File: src/rtl/gate_check_pkg.sv
// Shared definitions for the gate response checker:
// FSM encoding, width constants and the coverage-complete helper.
package gate_check_pkg;

   typedef enum logic [1:0] {
      IDLE   = 2'd0,
      RUN    = 2'd1,
      SETTLE = 2'd2,
      DONE   = 2'd3
   } state_t;

   localparam int MAX_N_IN  = 4;
   localparam int MAX_COV_W = 1 << MAX_N_IN;
   localparam int SETTLE_W  = 4;

   // True when the low 2**n_in bits of map are all set.
   function automatic logic cover_full(
      input logic [MAX_COV_W-1:0] map,
      input int                   n_in
   );
      logic full;
      full = 1'b1;
      for (int k = 0; k < MAX_COV_W; k++) begin
         if ((k < (1 << n_in)) && !map[k]) full = 1'b0;
      end
      return full;
   endfunction

endpackage

File: src/rtl/gate_check_settle_timer.sv
// Settle-time down-counter: load a value, count down,
// pulse expire while the count sits at one.
module gate_check_settle_timer
   import gate_check_pkg::*;
(
   input  logic                clk,
   input  logic                rst,
   input  logic                load,
   input  logic [SETTLE_W-1:0] value,
   output logic                expire
);

   logic [SETTLE_W-1:0] count;

   always_ff @(posedge clk) begin
      if (rst) begin
         count <= '0;
      end else if (load) begin
         count <= value;
      end else if (count != '0) begin
         count <= count - SETTLE_W'(1);
      end
   end

   assign expire = (count == SETTLE_W'(1));

endmodule

File: config.mk
export PLATFORM = sky130hd
export DESIGN_NAME = gate_check_settle_timer
export DESIGN_NICKNAME = d
export VERILOG_FILES = /design/src/rtl/gate_check_pkg.sv /design/src/rtl/gate_check_settle_timer.sv
export SDC_FILE = /design/constraint.sdc
export NUM_CORES = 1
export LEC_CHECK = 0
export BUFFER_PORTS_ARGS = -buffer_cell sky130_fd_sc_hd__buf_2
export CAP_MARGIN = 20
export CORE_AREA = 5 5 42 44
export DETAILED_ROUTE_END_ITERATION = 8
export DIE_AREA = 0 0 47 49
export SLEW_MARGIN = 20
export SYNTH_ARGS = -nofsm -noshare
export SYNTH_HDL_FRONTEND = slang
export SYNTH_SLANG_ARGS = --single-unit
File: constraint.sdc
create_clock -name clk -period 2.6 [get_ports clk]
set_clock_uncertainty 0.2 [all_clocks]
set_input_delay 0.39 -clock clk [delete_from_list [all_inputs] [get_ports clk]]
set_output_delay 0.39 -clock clk [all_outputs]
set_load 0.1 [all_outputs]
==> impl_results.md, run 1 <==
- Avg Vias per Cell: 4.13
- Max-cap viol count: 0
- IO Pins: 8
- Filler Cells Inserted: 170
- Setup TNS: 0 ns
- CP max FO: 4
- RSZ-0062 raised after global routing: false
- Internal cell power: about 150 uW
- Hold depth: 2
- GPL Wtd Cong: about 0.63
- Pwr dens: about 700 mW/mm2
- Hold Path Class: in2reg
- Die area: around 0.0023 mm2
- P_leak: between 0.1 and 0.15 nW
- Gate power share: 32.9%
- RR Endpoint: count[1]$_SDFFE_PP0P_
- Synth-to-Final Area Change: 33.5%
- Distinct cells, synth: 15
- Worst Hold End: count[3]$_SDFFE_PP0P_
- CTS Hold Buffers Added: 0
- Yosys reg bits: 4
- Clock buffer count from CTS: 3
- IR drop worst, VDD: 0.000235 V
- Largest register by flop count: count
- Pin count of the biggest net entering global routing: 8
- Synth top area share: between 30% and 40%
- Starting Density: 17.6%
- Dominant cell type by area after synthesis: dfxtp_1
- Seq pwr share: 33.6%
- Syn_nets: 37
- DRT Wirelength: approximately 520 um
- Synthesis warning total: 0
- Place WS: around 0.76 ns
- Switching power: roughly 75 uW
- Worst reg-to-reg setup slack: 0.76 ns
- Routed Antenna Nets: 0
- Area of the multi-input gates: between 150 and 200 um2
- Worst Tran Pin Value: a little over 0.5 ns
- Die Span Y: roughly 49 um
- Clock Power Share: 33.5%
- Vias in the first global route: approximately 220
- Grt total ovfl: 0
- Total core area: 0.00140 mm2
- Slew Limit Fails: 0
- Sequential fraction of the synthesis area: around 32%
- Setup Fix Bufs, Post-CTS: 0
- Hold Path Origin: rst
- Diode count: 0
- Worst-case clock buffer depth: 2
- Max-slew headroom: 65.8%
- Vias post-DR: about 220
- Final setup fails: 0
- Sw Ratio: roughly a third
- Post-DP HPWL: between 300 and 400 um
- Fin util: a little under a quarter
- Post-route design area: approximately 330 um2
- Clock root buffer: clkbuf_4
- Final total power: 229 uW
- CP Capture Type: output pin
- Post-cts sizing count: 0
- CTS tree: built
- Fmax: just over 500 MHz
- Setup ws final: 0.635 ns
- DP Area: 307 um2
- Clk Latency, worst-skew pair: 0.23 ns
- Seq. cell area: 80.1 um2
- # port buffers: 7
- Fin nets: 49
- Clock transition at the registers of the reported paths: 0.04 ns
- R2R depth: 5
- Avg WL per Cell: between 9 and 10 um
- Cell Area, Synth: 246 um2
- R2R Path Start: count[0]$_SDFFE_PP0P_
- Crit path DAT: 1.37 ns
- Residual DRC: 0
- Total Routing Usage GR: ~5.6%
- DIE WIDTH: 47 um
- Max reg flops: 4
- Clk sinks: 4
- Iter 0 DRT Violations: 0
- Status: finished, final reports clean
- Avg Cell Area, Syn: between 9 and 10 um2
- Initial antenna violation count: 0
- Global-route wire length before repair: between 800 and 900 um
- Ranking of synthesized cells by area: dfxtp_1 (32%), ha_1 (15%), xnor2_1 (7.1%), nand2_1 (6.1%), nor3b_1 (6.1%)
- Min Tclk post-route: approximately 2.0 ns
- H-tree level count: 1
- DR pass1 iterations: 1
- Final Hold Fails: 0
- Syn Inst Count: 27
- WP data required: 2.01 ns
- Top flop regs: count: 4 flops
- Tcrit/Tclk final: approximately 76%
- Layout cells sized above 1: 37.8%
- Crit path kind: reg2out
- Row count: 14
- Setup crit start kind: flop
worst max-delay path by stage:
stage                            endpoint  depth (start not counted)                   from
floorplan                          expire                          3  count[1]$_SDFFE_PP0P_
finish                             expire                          4  count[1]$_SDFFE_PP0P_
detailed placement  count[1]$_SDFFE_PP0P_                          5  count[0]$_SDFFE_PP0P_
CTS                                expire                          4  count[1]$_SDFFE_PP0P_
global placement    count[1]$_SDFFE_PP0P_                          5  count[0]$_SDFFE_PP0P_
global route                       expire                          4  count[1]$_SDFFE_PP0P_
per-layer routing:
layer	vias up	share of wire, %	global-route usage, %
li1	116	-	-
met3	0	8.8	1.11
met4	0	0	6.91
met1	96	41	7.25
met2	7	50	6.56
met5	-	0	0
layout make-up:
cell class / count / area share, %
Timing Repair Buffer: 7 / 10.6
Sequential cell: 4 / 24.3
Inverter: 2 / 2.28
Tap cell: 16 / 6.08
Multi-Input combinational cell: 21 / 49.8
Clock buffer: 3 / 6.84
kinds of logic after synthesis:
| group | Yosys count | share of synthesized area [%] |
|---|---|---|
| flip-flops | 4 | 32.5 |
| adder cells (fa/ha/maj) | 3 | 15.2 |
| AND/OR/NAND/NOR | 9 | 20.3 |
| XOR/XNOR | 2 | 7.11 |
| multiplexers | 1 | 4.57 |
| buffers and inverters | 2 | 3.05 |
| AO/OA/AOI/OAI | 6 | 17.3 |
synth_stat cells:
cell type and count:
dfxtp_1 4, nand2_1 4, a21oi_1 1, nor3b_1 2, or2_2 1, o31ai_1 1
o22ai_1 2, or4_1 1, mux2_2 1, ha_1 3, a211o_1 1, inv_1 2
or3_1 1, a21oi_2 1, xnor2_1 2
critical path, cell delays in order (launching register included):
cell and delay [ns]:
dfxtp_1 0.31, inv_1 0.11, ha_1 0.14, nor3b_2 0.14, buf_2 0.44
per-stage QoR:
stage	hold WS [ns]	cells
floorplan	0.252	27
global placement	0.409	50
detailed placement	0.409	50
CTS	0.160	53
global route	0.171	53
finish	0.167	53
power groups by stage:
stage	logic [mW]	clock network (mW)	registers (mW)
after CTS	0.0769	0.0801	0.0774
after detailed placement	0.0750	0	0.0784
after floorplan	0.0599	0	0.0764
after global routing	0.0834	0.0829	0.0793
after global placement	0.0743	0	0.0784
final	0.0755	0.0768	0.0772
placed cells by master, fill, tap and decap left out, drive strengths merged:
cell and instances:
buf 7, nand2 4, dfxtp 4, ha 3, clkbuf 3, inv 2
o22ai 2, xnor2 2, nor3b 2, a21oi 2, o31ai 1, or4 1
a211o 1, mux2 1, or2 1, or3 1
No activity file was read; power rests on OpenSTA's default activity.
==> inputs of run 2 (changes only) <==
--- a/config.mk
+++ b/config.mk
@@ -5,6 +5,7 @@
 export SDC_FILE = /design/constraint.sdc
 export NUM_CORES = 1
 export LEC_CHECK = 0
+export ABC_AREA = 1
 export BUFFER_PORTS_ARGS = -buffer_cell sky130_fd_sc_hd__buf_2
 export CAP_MARGIN = 20
 export CORE_AREA = 5 5 42 44
==> constraint.sdc (replaced) <==
create_clock -name clk -period 1.6 [get_ports clk]
set_clock_uncertainty 0.2 [all_clocks]
set_input_delay 0.24 -clock clk [delete_from_list [all_inputs] [get_ports clk]]
set_output_delay 0.24 -clock clk [all_outputs]
set_load 0.1 [all_outputs]
==> impl_results.md, run 2 <==
- Status: finished, final reports clean
- DIE WIDTH: 47 um
- Post-route design area: about 420 um2
- IO Pins: 8
- Final total power: around 400 uW
- Crit path DAT: 1.13 ns
- Seq. cell area: 85.1 um2
- Wire length on met1: 250 um
- Worst reg-to-reg setup slack: 0.26 ns
- Filler Cells Inserted: 161
- Setup crit start kind: flop
- Die Span Y: between 40 and 50 um
- Seq pwr share: around a third
- P_leak: approximately 0.20 nW
- RSZ-0062 raised after global routing: true
- Most frequent cells in the layout: nand2_1 (8), buf_2 (6), inv_1 (5)
- Number of synthesized flops with an enable pin: 0
- Routed Antenna Nets: 0
- Cell Area, Synth: 277 um2
- Hold Path Origin: value[2]
- Met2 WL: ~260 um
- CP Capture Type: output pin
- WP data required: roughly 1.2 ns
- RR Endpoint: count[1]$_SDFFE_PP0P_
- Max-cap viol count: 0
- Final Hold Fails: 0
- Die area: 0.00230 mm2
- R2R depth: 6
- Largest register by flop count: count
- # port buffers: 7
- Starting Density: about a fifth
- Max reg flops: 4
- Worst Hold End: count[2]$_SDFFE_PP0P_
- Tcrit/Tclk final: ~98%
- Total core area: 0.00140 mm2
- Worst-case clock buffer depth: 2
- Clock transition at the registers of the reported paths: roughly 0.040 ns
- Commonest cells post-synth: nand2_1 (8), inv_1 (6), dfxtp_1 (4), nor2_1 (4)
- IR drop worst, VDD: 0.000432 V
- Synthesis warning total: 0
- Placed insts: 64
- R2R Path Start: count[1]$_SDFFE_PP0P_
- Synth-to-Final Area Change: 52.9%
- Pwr dens: 936 mW/mm2
- Area of the multi-input gates: between 150 and 200 um2
- Clk Latency, worst-skew pair: 0.24 ns
- DRT Wirelength: around 590 um
- Grt total ovfl: 0
- Post-DP HPWL: between 400 and 500 um
- Synth top area share: a little under 30%
- Asr flop ratio synth: 0%
- Internal cell power: roughly 260 uW
- Dominant cell type by area after synthesis: dfxtp_1
- H-tree level count: 1
- Avg WL per Cell: 8.39 um
- Final setup fails: 0
- Top-count cell post-synth: nand2_1
- Avg Cell Area, Syn: about 6.7 um2
- Crit path kind: reg2out
- DR WL met3: 65 um
- DP Area: approximately 370 um2
- Top flop regs: count: 4 flops
- Clock Power Share: ~32%
- Global-route wire length before repair: about 960 um
- Final Non-Filler Cells: 70
- Clock buffer count from CTS: 3
- Diode count: 0
- Avg Vias per Cell: approximately 4.2
- Distinct cells, synth: 14
- Slew Limit Fails: 0
- Ranking of synthesized cells by area: dfxtp_1 (29%), ha_1 (14%), nand2_1 (11%), inv_1 (8.1%), a21oi_1 (5.4%)
- Min Tclk post-route: approximately 1.6 ns
- Gate power share: around a third
- GPL Wtd Cong: 0.758
- Clock root buffer: clkbuf_4
- Total Routing Usage GR: 6.35%
- Top FF cell, synth: dfxtp_1
- Max-slew headroom: a little over four fifths
- Max Used Layer: met4
- Commonest non-fill, non-tap cell in the layout: nand2_1
- Row count: 14
- Syn Inst Count: between 40 and 50
- Residual DRC: 0
- Syn_nets: between 50 and 60
- DR pass1 iterations: 3
- Clk sinks: 4
- Pin count of the biggest net entering global routing: 8
- Initial antenna violation count: 0
- Sequential fraction of the synthesis area: between 20% and 30%
- Hold Path Class: in2reg
- Fmax: between 600 and 700 MHz
- Fin nets: 66
- Iter 0 DRT Violations: 8
- Fin util: between 30% and 40%
- Vias in the first global route: about 270
- Switching power: 137 uW
- Vias post-DR: between 200 and 300
- Sw Ratio: 34.6%
- CP max FO: 2
- Layout cells sized above 1: a little under two fifths
- Hold depth: 3
- CTS tree: built
- Yosys reg bits: 4
- Worst Tran Pin Value: approximately 0.24 ns
[run 2: cell type report]
class                   instances  area share [%]
clock buffers                   3            5.33
inverters                       7            6.21
multi-input cells              30            45.9
flip-flops and latches          4            20.1
well taps                      16            4.73
repair buffers                 10            17.8
[run 2: logic make-up after synthesis]
family                   synth area share, %
adder cells (fa/ha/maj)                 13.6
buffers and inverters                   9.50
flip-flops                              29.0
AO/OA/AOI/OAI                           10.9
AND/OR/NAND/NOR                         37.1
[run 2: worst max-delay path by stage]
stage	start	end	slack (ns)
5_1_grt	count[1]$_SDFFE_PP0P_	expire	-0.04
4_1_cts	count[0]$_SDFFE_PP0P_	expire	0.009
3_3_place_gp	count[0]$_SDFFE_PP0P_	count[1]$_SDFFE_PP0P_	0.26
2_1_floorplan	count[1]$_SDFFE_PP0P_	expire	-0.17
6_report	count[1]$_SDFFE_PP0P_	expire	0.03
3_5_place_dp	count[1]$_SDFFE_PP0P_	expire	0.25
[run 2: stage by stage]
stage	hold WS, ns	setup TNS, ns	setup slack [ns]
6_report	0.0539	0	0.0269
5_1_grt	0.106	-0.0427	-0.0427
4_1_cts	0.0571	0	0.00943
3_5_place_dp	0.227	0	0.248
3_3_place_gp	0.233	0	0.260
2_1_floorplan	0.102	-0.165	-0.165
[run 2: power groups by stage]
stage | clock (mW) | sequential [mW] | combinational [mW]
2_1_floorplan | 0 | 0.131 | 0.0937
3_3_place_gp | 0 | 0.135 | 0.126
3_5_place_dp | 0 | 0.135 | 0.125
4_1_cts | 0.133 | 0.133 | 0.132
5_1_grt | 0.149 | 0.133 | 0.153
6_report | 0.128 | 0.132 | 0.136
[run 2: worst max-delay path, stage by stage (launching register included)]
cell and delay, ns:
dfxtp_2 0.32, inv_2 0.06, ha_4 0.11, nor3b_4 0.20
buf_12 0.20
[run 2: timing repair]
item,CTS,global route
hold buffers,1,0
gates resized for setup,0,1
setup endpoints to repair,1,1
endpoints found under the hold margin,2,0
setup buffers,1,1
[run 2: layer usage]
layer / track usage (%) / vias up
met5: 0 / -
met4: 4.15 / 0
met3: 6.64 / 2
li1: - / 160
met2: 7.69 / 9
met1: 6.40 / 121
